$ cat config.mk
export PLATFORM = sky130hd
export DESIGN_NAME = spe_clocked
export DESIGN_NICKNAME = d
export VERILOG_FILES = /design/src/rtl/spe_clocked.sv
export SDC_FILE = /design/constraint.sdc
export NUM_CORES = 1
export LEC_CHECK = 0
export CAP_MARGIN = 40
export CORE_ASPECT_RATIO = 0.7
export CORE_MARGIN = 3
export CORE_UTILIZATION = 60
export CTS_CLUSTER_SIZE = 28
export DETAILED_ROUTE_END_ITERATION = 16
export PLACE_DENSITY = 0.91
export SLEW_MARGIN = 20
export SYNTH_ARGS = -nofsm -noshare
export SYNTH_HDL_FRONTEND = slang
export SYNTH_SLANG_ARGS = --single-unit
$ cat constraint.sdc
create_clock -name clk -period 10 [get_ports clk]
set_clock_uncertainty 0.2 [all_clocks]
set_input_delay 2 -clock clk [delete_from_list [all_inputs] [get_ports clk]]
set_output_delay 2 -clock clk [all_outputs]
set_load 0.02 [all_outputs]
$ cat src/rtl/spe_clocked.sv
// Spiking processing element: buffers NoC packets in a small FIFO, accumulates
// signed partial sums into per-neuron membrane potentials, thresholds them and
// emits one spike-bitmap packet each time a timestep is closed.
module spe_clocked #(
   parameter int PE_ID       = 0,
   parameter int OUT_DEST    = 0,
   parameter int ADDR_W      = 4,
   parameter int OP_W        = 4,
   parameter int DATA_W      = 24,
   parameter int NUM_NEURONS = 8,
   parameter int POT_W       = 16,
   parameter int THRESHOLD   = 64,
   parameter int RESET_MODE  = 0,
   parameter int FIFO_DEPTH  = 4,
   localparam int PKT_W      = ADDR_W + OP_W + DATA_W
) (
   input  logic             clk,
   input  logic             rst,
   input  logic             in_valid,
   output logic             in_ready,
   input  logic [PKT_W-1:0] in_data,
   output logic             out_valid,
   input  logic             out_ready,
   output logic [PKT_W-1:0] out_data,
   output logic             err_drop,
   output logic [7:0]       ts_count
);

   localparam int IDX_W = (NUM_NEURONS > 1) ? $clog2(NUM_NEURONS) : 1;
   localparam int PTR_W = $clog2(FIFO_DEPTH);
   localparam int CNT_W = $clog2(FIFO_DEPTH + 1);

   localparam logic [OP_W-1:0] OP_PSUM   = OP_W'(1);
   localparam logic [OP_W-1:0] OP_END    = OP_W'(2);
   localparam logic [OP_W-1:0] OP_CLEAR  = OP_W'(3);
   localparam logic [OP_W-1:0] OP_SPIKES = OP_W'(4);

   localparam logic signed [POT_W-1:0] THR     = POT_W'(THRESHOLD);
   localparam logic signed [POT_W-1:0] POT_MAX = {1'b0, {(POT_W-1){1'b1}}};
   localparam logic signed [POT_W-1:0] POT_MIN = {1'b1, {(POT_W-1){1'b0}}};
   localparam logic [IDX_W:0]          NN_LIMIT = (IDX_W+1)'(NUM_NEURONS);
   localparam logic [CNT_W-1:0]        CNT_FULL = CNT_W'(FIFO_DEPTH);
   localparam logic [PTR_W-1:0]        PTR_LAST = PTR_W'(FIFO_DEPTH - 1);

   typedef enum logic [1:0] {IDLE, EXEC, EMIT} state_t;

   state_t state;
   state_t state_next;

   // Input FIFO storage and bookkeeping
   logic [PKT_W-1:0] fifo_mem [FIFO_DEPTH];
   logic [PTR_W-1:0] wr_ptr;
   logic [PTR_W-1:0] rd_ptr;
   logic [CNT_W-1:0] count;
   logic             push;
   logic             pop;

   // Command register and decoded fields
   logic [PKT_W-1:0]         cmd;
   logic [ADDR_W-1:0]        cmd_dest;
   logic [OP_W-1:0]          cmd_op;
   logic [DATA_W-1:0]        cmd_data;
   logic [IDX_W-1:0]         cmd_idx;
   logic signed [POT_W-1:0]  cmd_psum;
   logic                     dest_ok;
   logic                     idx_ok;
   logic                     cmd_psum_ok;
   logic                     cmd_end;
   logic                     cmd_clear;
   logic                     cmd_bad;

   // Neuron state and accumulate path
   logic signed [POT_W-1:0]  pot [NUM_NEURONS];
   logic [NUM_NEURONS-1:0]   spike;
   logic signed [POT_W-1:0]  cur_pot;
   logic signed [POT_W:0]    wide_sum;
   logic signed [POT_W-1:0]  sat_sum;
   logic signed [POT_W-1:0]  new_pot;
   logic                     fire;
   logic [DATA_W-1:0]        emit_data;

   // in_ready depends only on the registered occupancy, so no combinational
   // path exists from in_valid back to in_ready.
   assign in_ready  = (count != CNT_FULL);
   assign push      = in_valid && in_ready;
   assign out_valid = (state == EMIT);

   assign cmd_dest    = cmd[PKT_W-1 -: ADDR_W];
   assign cmd_op      = cmd[DATA_W +: OP_W];
   assign cmd_data    = cmd[DATA_W-1:0];
   assign cmd_idx     = cmd_data[POT_W +: IDX_W];
   assign cmd_psum    = cmd_data[POT_W-1:0];
   assign dest_ok     = (cmd_dest == ADDR_W'(PE_ID));
   assign idx_ok      = ({1'b0, cmd_idx} < NN_LIMIT);
   assign cmd_psum_ok = dest_ok && (cmd_op == OP_PSUM) && idx_ok;
   assign cmd_end     = dest_ok && (cmd_op == OP_END);
   assign cmd_clear   = dest_ok && (cmd_op == OP_CLEAR);
   assign cmd_bad     = !(cmd_psum_ok || cmd_end || cmd_clear);

   // Data bits above the neuron index carry no meaning for any opcode.
   generate
      if (POT_W + IDX_W < DATA_W) begin : g_spare
         logic unused_data_bits;
         assign unused_data_bits = ^cmd_data[DATA_W-1:POT_W+IDX_W];
      end
   endgenerate

   // FIFO write port; storage needs no reset because occupancy gates reads
   always_ff @(posedge clk) begin
      if (push) begin
         fifo_mem[wr_ptr] <= in_data;
      end
   end

   // FIFO pointers and occupancy; simultaneous push and pop leave count unchanged
   always_ff @(posedge clk) begin
      if (rst) begin
         wr_ptr <= '0;
         rd_ptr <= '0;
         count  <= '0;
      end else begin
         if (push) begin
            wr_ptr <= (wr_ptr == PTR_LAST) ? '0 : wr_ptr + PTR_W'(1);
         end
         if (pop) begin
            rd_ptr <= (rd_ptr == PTR_LAST) ? '0 : rd_ptr + PTR_W'(1);
         end
         case ({push, pop})
            2'b10:   count <= count + CNT_W'(1);
            2'b01:   count <= count - CNT_W'(1);
            default: count <= count;
         endcase
      end
   end

   // Add the partial sum in one extra bit, then clamp to the signed potential range
   always_comb begin
      cur_pot  = idx_ok ? pot[cmd_idx] : '0;
      wide_sum = {cur_pot[POT_W-1], cur_pot} + {cmd_psum[POT_W-1], cmd_psum};
      sat_sum  = wide_sum[POT_W-1:0];
      if (wide_sum[POT_W] != wide_sum[POT_W-1]) begin
         sat_sum = wide_sum[POT_W] ? POT_MIN : POT_MAX;
      end
      fire    = (sat_sum >= THR);
      new_pot = sat_sum;
      if (fire) begin
         new_pot = (RESET_MODE != 0) ? '0 : sat_sum - THR;
      end
   end

   // Spike packet payload: source address on top, bitmap at the bottom
   always_comb begin
      emit_data = '0;
      emit_data[DATA_W-1 -: ADDR_W] = ADDR_W'(PE_ID);
      emit_data[NUM_NEURONS-1:0]    = spike;
   end

   // State register
   always_ff @(posedge clk) begin
      if (rst) begin
         state <= IDLE;
      end else begin
         state <= state_next;
      end
   end

   // Next-state logic, FIFO pop and drop pulse
   always_comb begin
      state_next = state;
      pop        = 1'b0;
      err_drop   = 1'b0;
      unique case (state)
         IDLE: begin
            if (count != '0) begin
               pop        = 1'b1;
               state_next = EXEC;
            end
         end
         EXEC: begin
            err_drop   = cmd_bad;
            state_next = cmd_end ? EMIT : IDLE;
         end
         EMIT: begin
            if (out_ready) begin
               state_next = IDLE;
            end
         end
         default: state_next = IDLE;
      endcase
   end

   // Command capture, neuron updates, output latch and timestep counter
   always_ff @(posedge clk) begin
      if (rst) begin
         cmd      <= '0;
         spike    <= '0;
         out_data <= '0;
         ts_count <= '0;
         for (int i = 0; i < NUM_NEURONS; i++) begin
            pot[i] <= '0;
         end
      end else begin
         if (pop) begin
            cmd <= fifo_mem[rd_ptr];
         end
         if (state == EXEC) begin
            if (cmd_psum_ok) begin
               pot[cmd_idx] <= new_pot;
               if (fire) begin
                  spike[cmd_idx] <= 1'b1;
               end
            end
            if (cmd_clear) begin
               spike <= '0;
               for (int i = 0; i < NUM_NEURONS; i++) begin
                  pot[i] <= '0;
               end
            end
            if (cmd_end) begin
               out_data <= {ADDR_W'(OUT_DEST), OP_SPIKES, emit_data};
            end
         end
         if ((state == EMIT) && out_ready) begin
            spike    <= '0;
            ts_count <= ts_count + 8'd1;
         end
      end
   end

endmodule
# Word-level counts from Yosys, hierarchy flattened
# Memories as Yosys holds them, arrays and structs flattened. A register that Yosys moved wholly into a read port is not among the register bits.
# Cells that the tools add are included.
[totals]
word_cells = 102
input_bits = 36
ff_bits = 34
n_memories = 2
ramBits = 256
[op_classes]
n_reduce_logical = 20
eq_ne = 13
mux = 41
n_addsub = 7
magnitude_cmp = 3
bitwise = 9
[memory_table]
columns = ["memory", "words", "width", "rd", "rd_clocked_by_memory_dff", "write_ports", "line", "text"]
rows = [
  ["fifo_mem", 4, 32, 1, 1, 1, "51", "logic [PKT_W-1:0] fifo_mem [FIFO_DEPTH];"],
  ["pot", 8, 16, 1, 0, 8, "73", "logic signed [POT_W-1:0] pot [NUM_NEURONS];"],
]
[ops]
columns = ["op", "n"]
rows = [
  ["2-to-1 mux 16 bit", 12],
  ["2-to-1 mux 8 bit", 3],
  ["adder 16 x 16 -> 17 bit", 1],
  ["2-to-1 mux 1 bit", 17],
  ["greater-or-equal comparator 16 x 8 -> 1 bit (second input constant)", 1],
  ["OR reduction 16 bit", 1],
  ["subtractor 16 x 7 -> 16 bit (second input constant)", 1],
  ["2-to-1 mux 2 bit", 5],
  ["adder 8 x 1 -> 8 bit (second input constant)", 1],
  ["equality test 2 bit (second input constant)", 4],
  ["equality test 4 x 2 -> 1 bit (second input constant)", 2],
  ["bitwise OR 1 bit", 8],
  ["bitwise OR 8 bit", 1],
  ["logical AND 1 bit", 6],
  ["one-hot mux 2 bit (3 select lines)", 1],
  ["one-hot mux 3 bit (2 select lines)", 1],
  ["nonzero test 2 bit", 3],
  ["adder 2 x 1 -> 2 bit (second input constant)", 2],
  ["equality test 2 x 1 -> 1 bit (second input constant)", 2],
  ["equality test 4 x 1 -> 1 bit (second input constant)", 1],
  ["logical NOT 4 bit", 1],
  ["less-than comparator 3 x 4 -> 1 bit (second input constant)", 1],
  ["AND reduction 2 bit", 2],
  ["adder 3 x 1 -> 3 bit (second input constant)", 1],
  ["other kinds (14)", 15],
]

# Longest topological paths before layout
# Gate-level depths: netlist of the first run.
[depth]
ltp_word = 8
depth_mapped = 25

# Worst setup path after synthesis of the first run
# Ideal clock, no wire load.
[synth_path]
path_kind = "register to register"
startpoint = "reg cmd[18] (read register of fifo_mem)"
endpoint = "mem pot[0][14], data pin"
arrival_time_ns = 5.510
setup_time_ns = 0.272
path_slack_ns = 4.018
path_buffers = 4
synth_period_minus_slack_ns = 5.982
stages_incl_launch_ff = 24
cell_sequence = "dfxtp_1 > clkbuf_1 > nor3b_1 > clkbuf_1 > a22oi_1 > nand4_1 > ha_1 > buf_4 > nand3_2 > or4_1 > and2_4 > o311ai_1 > xnor2_1 > a21oi_1 > a21oi_1 > ha_1 > nor4b_1 > nand3_1 > a211o_1 > and3_1 > buf_6 > a211oi_1 > mux2i_1 > nor2_1"
[synth_lines]
columns = ["element", "line", "text"]
rows = [
  ["from (decl)", "59", "logic [PKT_W-1:0] cmd;"],
  ["to (decl)", "73", ""],
]

==> results.py, run 1 <==
metrics = {
    "worst_setup_path": {
        "cpMaxStageDelayCell": "mux2i_1",
        "cpPeakStageDelay_ns": 0.68,
        "r2r_start": "cmd[16]",
        "crit_type": "register to register",
        "crit_required_ns": 10.06,
        "cp-start-kind": "register",
        "worst_setup_path_end_kind": "register",
        "cp_top_family": "simple AND/OR/NAND/NOR gates",
        "cp_cell_sequence": "and3b_1 > buf_8 > a22oi_1 > nand4_1 > ha_1 > nand3_2 > or4_1 > and2_4 > o311ai_1 > xnor2_1 > a21oi_1 > a21oi_1 > ha_1 > nor4b_1 > nand3_1 > a211o_1 > and3_1 > a211oi_1 > mux2i_1 > nor2_1",
        "path_max_fanout": 10,
        "path_buf_inv": 1,
        "cp_data_arrival_time_ns": 7.32,
        "startpoint": "cmd[16]",
    },
    "route": {
        "routed.top_layer": "met4",
        "dr_wl_met2_mm": 14.7,
        "wire_per_inst_um": 22.7,
        "vias": 9092,
        "drt_iter0_drc": 1195,
        "firstDrtPassIters": 6,
        "avgViaCountPerCell": 6.52,
        "wirelength_mm": 31.7,
        "drcViolationCount": 0,
        "wl_met1_mm": 12.0,
        "dr_wl_met3_mm": 3.81,
        "antenna_left": 0,
    },
    "die": {
        "die-area_sq_um": 23600,
        "core_area_sq_um": 21000,
        "die_w_um": 182,
        "core.rowCount": 44,
        "ios": 79,
        "floorplan.initialDensity_pct": 62.0,
        "fp.dieH_um": 129,
    },
    "synth": {
        "synth.avg_cell_area_sq_um": 12.4,
        "synth-edff-count": 236,
        "synthArstFlopShare_pct": 0,
        "yosys_register_bits": 297,
        "synthFlopType": "edfxtp_1",
        "synth_top_cell_by_area": "edfxtp_1",
        "synth_cells": 1047,
        "yosys-top-cells-area": "edfxtp_1 (54%), dfxtp_1 (9.4%), nor2_1 (5.0%)",
        "yosysSeqAreaShare_pct": 63.8,
        "ys_types": 64,
        "yosys_warnings": 0,
        "synthesis.area_sq_um": 13000,
        "synth.top_cell.area_share_pct": 54.4,
    },
    "global_routing": {
        "grt_pass1_vias": 8978,
        "grt_pass1_wl_mm": 49.2,
        "grt_max_degree": 42,
        "overflow": 0,
        "track_usage_pct": 26.8,
        "antenna_found_initial": 0,
    },
    "finish": {
        "ff_latch_area_sq_um": 8310,
        "stdcell_count": 1394,
        "fillers": 1347,
        "drive_gt1_share_pct": 10.0,
        "final_nets": 1161,
        "multiInputGateArea_sq_um": 4370,
        "design_area_sq_um": 14800,
        "layout-area-overhead-vs-synth_pct": 13.3,
        "diodes": 0,
    },
    "clocking": {
        "postCtsResizedCells": 0,
        "htree_levels": 1,
        "clock-sinks": 297,
        "holdBufCountCts": 0,
        "cts_tree": "yes",
        "insertion_delay_ns": 0.55,
        "clk_pin_slew_worst_paths_ns": 0.07,
        "post-cts-setup-buffers": 0,
        "cts-root-buf": "clkbuf_16",
        "clk_path_buf_depth": 3,
        "cts_buffers": 26,
    },
    "placement": {
        "place_area_sq_um": 13800,
        "dp_slack_ns": 2.90,
        "dp.cells": 1338,
        "io_buffers": 50,
        "place.gp.congestion": 0.922,
        "hpwl_mm": 19.9,
    },
    "power": {
        "vdd_drop_max_v": 0.000323,
        "power_density_nw_per_um2": 326,
        "p_leak_nw": 5.22,
    },
    "timing": {
        "final-setup-viol-count": 0,
        "finalSetupTns_ns": 0,
        "hold_violations": 0,
        "min_period_ns": 7.26,
        "slew_violations": 0,
        "final.period_utilization_pct": 72.6,
        "finalWorstSetupSlack_ns": 2.74,
        "worstMarginPinSlew_ns": 0.891,
        "fmax_mhz": 138,
        "rsz0062_at_grt": "false",
        "slew_headroom_pct": 40.2,
    },
    "job": {
        "drv_cap": 0,
    },
    "run_status": {
        "status": "finished, final reports clean",
    },
    "min_path": {
        "hold_class": "register to register",
        "hp-start": "out_data[26]",
    },
}
==> layout by cell type, fill, tap and decap left out, types with 3 or more instances in the layout <==
| master | synthesis | routed |
|---|---|---|
| a21oi_1 | 70 | 70 |
| mux4_2 | 27 | 27 |
| o21ai_0 | 15 | 15 |
| nor2_1 | 173 | 173 |
| buf_8 | 0 | 13 |
| nand4_1 | 22 | 22 |
| xnor2_1 | 15 | 15 |
| a21o_1 | 8 | 8 |
| xor2_1 | 11 | 11 |
| and3_1 | 11 | 11 |
| nand2_1 | 94 | 94 |
| inv_1 | 18 | 18 |
| edfxtp_1 | 236 | 236 |
| ha_1 | 25 | 25 |
| clkdlybuf4s50_1 | 0 | 49 |
| nand3_1 | 11 | 11 |
| nor3b_1 | 6 | 3 |
| clkinv_1 | 0 | 7 |
| clkbuf_16 | 0 | 26 |
| nand2b_1 | 3 | 3 |
| o211ai_1 | 3 | 3 |
| clkinv_2 | 0 | 4 |
| o21bai_1 | 3 | 3 |
| buf_4 | 25 | 12 |
| a221oi_1 | 3 | 3 |
| nor3_1 | 8 | 7 |
| mux2i_1 | 10 | 10 |
| clkbuf_8 | 0 | 3 |
| a22oi_1 | 65 | 65 |
| dfxtp_1 | 61 | 60 |
| a211oi_1 | 6 | 6 |
| nor2b_1 | 5 | 5 |
| or3_1 | 6 | 6 |
| maj3_1 | 6 | 6 |
| conb_1 | 1 | 23 |
| nor3b_2 | 0 | 3 |
| and2_1 | 6 | 6 |
==> sequential cells by signal, summed over array words and instances, names as in the netlist <==
signal	flops
spike	8
rd_ptr	2
cmd	27
pot	128
out_data	9
count	3
fifo_mem	108
state	2
ts_count	8
wr_ptr	2
==> per-layer routing <==
layer	GRT usage (%)	vias to the layer above
li1	-	3934
met3	5.25	114
met5	0	-
met2	43.6	677
met4	9.09	0
met1	36.9	4367
==> synth_stat cells, types with 2 or more instances <==
library cell  count
nor3b_1           6
nor2_1          173
nand2_1          94
nand3_1          11
a211o_1           2
a21oi_1          70
a31o_2            2
o22a_1            2
and2_1            6
fa_1              2
edfxtp_1        236
ha_1             25
buf_4            25
o21ai_1           2
nand4_1          22
inv_1            18
mux2_2            2
nor3_1            8
or3_1             6
a21o_1            8
nand2b_1          3
o21bai_1          3
nor2b_1           5
nand4b_1          2
maj3_1            6
buf_1             3
clkbuf_1         46
mux2i_1          10
a22oi_1          65
and4_1            2
and3_1           11
o2111ai_1         2
o21ai_0          15
a221oi_1          3
xnor2_1          15
or4_1             2
dfxtp_1          61
o211ai_1          3
nor4_1            2
xor2_1           11
mux4_2           27
a211oi_1          6
buf_2             2
o31ai_1           2
==> logic make-up after synthesis <==
logic type	after synthesis	share of synthesized area, %
multiplexers	39	5.61
other	1	0.0288
flip-flops	297	63.8
XOR/XNOR	26	1.75
AO/OA/AOI/OAI	196	9.91
AND/OR/NAND/NOR	359	12.2
buffers and inverters	95	3.53
adder cells (fa/ha/maj)	34	3.25
==> final cells by class <==
cell class              count  share of cell area (%)
inverters                  18                   0.458
multi-input cells         677                    29.6
clock buffers              31                    4.74
well taps                 276                    2.34
clock inverters            17                   0.992
repair buffers             78                    5.60
flip-flops and latches    297                    56.3
==> path summary, 6_finish.rpt <==
path / end / slack, ns / depth (start not counted)
worst min-delay path: out_data[26] / 0.26 / 2
worst max-delay path: pot[4][14] / 2.74 / 20
worst max register to register: pot[4][14] / 2.74 / 20
worst min register to register: out_data[26] / 0.26 / 2
==> worst min-delay path, cell delays in order, from the launching register on <==
cell	delay, ns
dfxtp_1	0.31
inv_1	0.05
a21oi_1	0.05
==> power breakdown <==
part / leakage [nW] / switching [W] / internal, W / total, W
Combinational: 2.00 / 0.00157 / 0.000718 / 0.00229
Clock: 0.411 / 0.000445 / 0.000552 / 0.000997
Sequential: 2.81 / 0.0000778 / 0.00145 / 0.00153
Total: 5.22 / 0.00209 / 0.00272 / 0.00481
==> per-stage QoR <==
stage / total power [W] / util, % / hold slack, ns
2_1_floorplan: 0.00315 / - / 0.236
3_3_place_gp: 0.00359 / 65.0 / 0.234
3_5_place_dp: 0.00373 / 65.6 / 0.253
4_1_cts: 0.00474 / 69.6 / 0.261
5_1_grt: 0.00506 / 70.2 / 0.281
6_report: 0.00481 / 70.2 / 0.261
(Power assumes the default switching activity.)
==> run 2, diff against run 1 <==
--- a/config.mk
+++ b/config.mk
@@ -8,10 +8,10 @@
 export CAP_MARGIN = 40
 export CORE_ASPECT_RATIO = 0.7
 export CORE_MARGIN = 3
-export CORE_UTILIZATION = 60
+export CORE_UTILIZATION = 59
 export CTS_CLUSTER_SIZE = 28
 export DETAILED_ROUTE_END_ITERATION = 16
-export PLACE_DENSITY = 0.91
+export PLACE_DENSITY = 0.9
 export SLEW_MARGIN = 20
 export SYNTH_ARGS = -nofsm -noshare
 export SYNTH_HDL_FRONTEND = slang
==> constraint.sdc (replaced) <==
create_clock -name clk -period 7.34 [get_ports clk]
set_clock_uncertainty 0.2 [all_clocks]
set_input_delay 1.468 -clock clk [delete_from_list [all_inputs] [get_ports clk]]
set_output_delay 1.468 -clock clk [all_outputs]
set_load 0.02 [all_outputs]
==> run 2 against run 1 <==
Non-clock buffer count grew 12. First-iteration DRC count grew 11%. Worst hold slack gained 0.0048 ns. Cell area grew 0.36%. Critical path depth is the same. Via count grew 1.2%. Worst setup slack lost 2.5 ns.
==> results.py, run 2 (synthesis results as in run 1) <==
metrics = {
    "clocking": {
        "cts_buffers": 27,
        "cts-root-buf": "clkbuf_16",
        "insertion_delay_ns": 0.53,
        "postCtsResizedCells": 0,
        "post-cts-setup-buffers": 0,
        "clock-sinks": 297,
        "clk_pin_slew_worst_paths_ns": 0.07,
        "clk_path_buf_depth": 3,
        "holdBufCountCts": 0,
        "htree_levels": 1,
        "cts_tree": "yes",
    },
    "route": {
        "routed.top_layer": "met4",
        "wire_per_inst_um": 22.9,
        "dr_wl_met2_mm": 14.9,
        "vias": 9200,
        "avgViaCountPerCell": 6.54,
        "wl_met1_mm": 12.2,
        "dr_wl_met3_mm": 4.20,
        "wirelength_mm": 32.2,
        "drcViolationCount": 0,
        "antenna_left": 0,
        "drt_iter0_drc": 1326,
        "firstDrtPassIters": 8,
    },
    "timing": {
        "slew_violations": 0,
        "fmax_mhz": 141,
        "min_period_ns": 7.10,
        "slew_headroom_pct": 41.5,
        "finalWorstSetupSlack_ns": 0.240,
        "finalSetupTns_ns": 0,
        "final-setup-viol-count": 0,
        "rsz0062_at_grt": "false",
        "final.period_utilization_pct": 96.7,
        "worstMarginPinSlew_ns": 0.877,
        "hold_violations": 0,
    },
    "die": {
        "die-area_sq_um": 23900,
        "core.rowCount": 44,
        "fp.dieH_um": 130,
        "ios": 79,
        "core_area_sq_um": 21200,
        "floorplan.initialDensity_pct": 61.5,
        "die_w_um": 184,
    },
    "worst_setup_path": {
        "path_max_fanout": 14,
        "rr_worst_depth": 20,
        "r2r_slack_ns": 0.24,
        "r2r_start": "cmd[18]",
        "crit_required_ns": 7.40,
        "worst_setup_path_end_kind": "register",
        "r2r-end": "pot[0][11]",
        "cp-start-kind": "register",
        "crit_type": "register to register",
        "cp_data_arrival_time_ns": 7.16,
    },
    "min_path": {
        "hold_class": "register to register",
        "min_path_cells": 2,
        "hp-start": "out_data[26]",
        "whs_endpoint": "out_data[26]",
    },
    "placement": {
        "place_area_sq_um": 13900,
        "place.gp.congestion": 0.923,
        "io_buffers": 50,
        "dp_slack_ns": 0.639,
        "hpwl_mm": 20.3,
    },
    "finish": {
        "drive_gt1_share_pct": 11.1,
        "diodes": 0,
        "top_register": "pot",
        "layout-area-overhead-vs-synth_pct": 13.7,
        "final_nets": 1174,
        "layout.cells.most_common_list": "edfxtp_1 (236), nor2_1 (173), nand2_1 (94)",
        "top_regs": "pot (128), fifo_mem (108), cmd (27)",
        "post-route-util_pct": 69.9,
        "final_common_cell": "edfxtp_1",
        "design_area_sq_um": 14800,
        "largest_reg_flops": 128,
        "fillers": 1381,
    },
    "power": {
        "vdd_drop_max_v": 0.000478,
        "p_leak_nw": 5.27,
        "p_total_w": 0.00665,
        "power_density_nw_per_um2": 449,
    },
    "global_routing": {
        "grt_pass1_wl_mm": 49.8,
        "antenna_found_initial": 0,
        "grt_pass1_vias": 8980,
        "overflow": 0,
        "grt_max_degree": 43,
        "track_usage_pct": 26.9,
    },
    "run_status": {
        "status": "finished, final reports clean",
    },
    "job": {
        "drv_cap": 0,
    },
}
run 2: cell types whose count changed in the layout (fill, tap and decap cells not counted), moves of 2 or more:
cell,previous run,this run
buf_8,13,11
clkinv_1,7,0
clkinv_2,4,9
clkbuf_1,2,8
buf_4,12,26
run 2: metal layers:
layer | vias up | global-route usage [%]
met1 | 4417 | 37.7
met5 | - | 0
li1 | 3964 | -
met4 | 0 | 8.86
met2 | 719 | 43.2
met3 | 100 | 5.04
run 2: critical path, cell delays in order, from the launching register on:
cell     delay (ns)
dfxtp_1        0.56
nor3b_2        0.57
buf_4          0.36
a22oi_1        0.12
nand4_1        0.17
ha_1           0.32
nand3_2        0.14
or4_1          0.59
and2_4         0.20
o311a_4        0.35
xnor2_1        0.28
maj3_1         0.48
inv_1          0.12
ha_1           0.17
inv_1          0.09
or4_1          0.52
o21ai_0        0.23
and3_1         0.51
o21ai_0        0.20
a31oi_2        0.54
nor2_1         0.12
run 2: worst max path at each step:
stage	start	endpoint	slack, ns	depth (start not counted)
floorplan	cmd[18]	pot[0][14]	1.36	23
global placement	cmd[16]	pot[2][11]	0.80	19
detailed placement	cmd[17]	pot[0][11]	0.64	18
CTS	cmd[18]	pot[0][11]	0.58	19
global route	cmd[18]	pot[1][11]	0.12	19
finish	cmd[18]	pot[0][11]	0.24	20
run 2: per-stage QoR:
step	instances	hold slack, ns
2_1_floorplan	1069	0.236
3_3_place_gp	1344	0.232
3_5_place_dp	1353	0.253
4_1_cts	1402	0.265
5_1_grt	1407	0.285
6_report	1407	0.265
run 2: where the power goes:
group	internal, W	switching, W
Sequential	0.00198	0.000113
Clock	0.000735	0.000594
Combinational	0.00104	0.00219
Total	0.00376	0.00290
run 2: final cells by class:
class	count	area, sq um	area share, %
Clock inverter	12	91.3	0.617
Inverter	18	67.6	0.456
Tap cell	276	345	2.33
Timing Repair Buffer	90	901	6.08
Multi-Input combinational cell	677	4370	29.5
Clock buffer	37	733	4.95
Sequential cell	297	8310	56.1
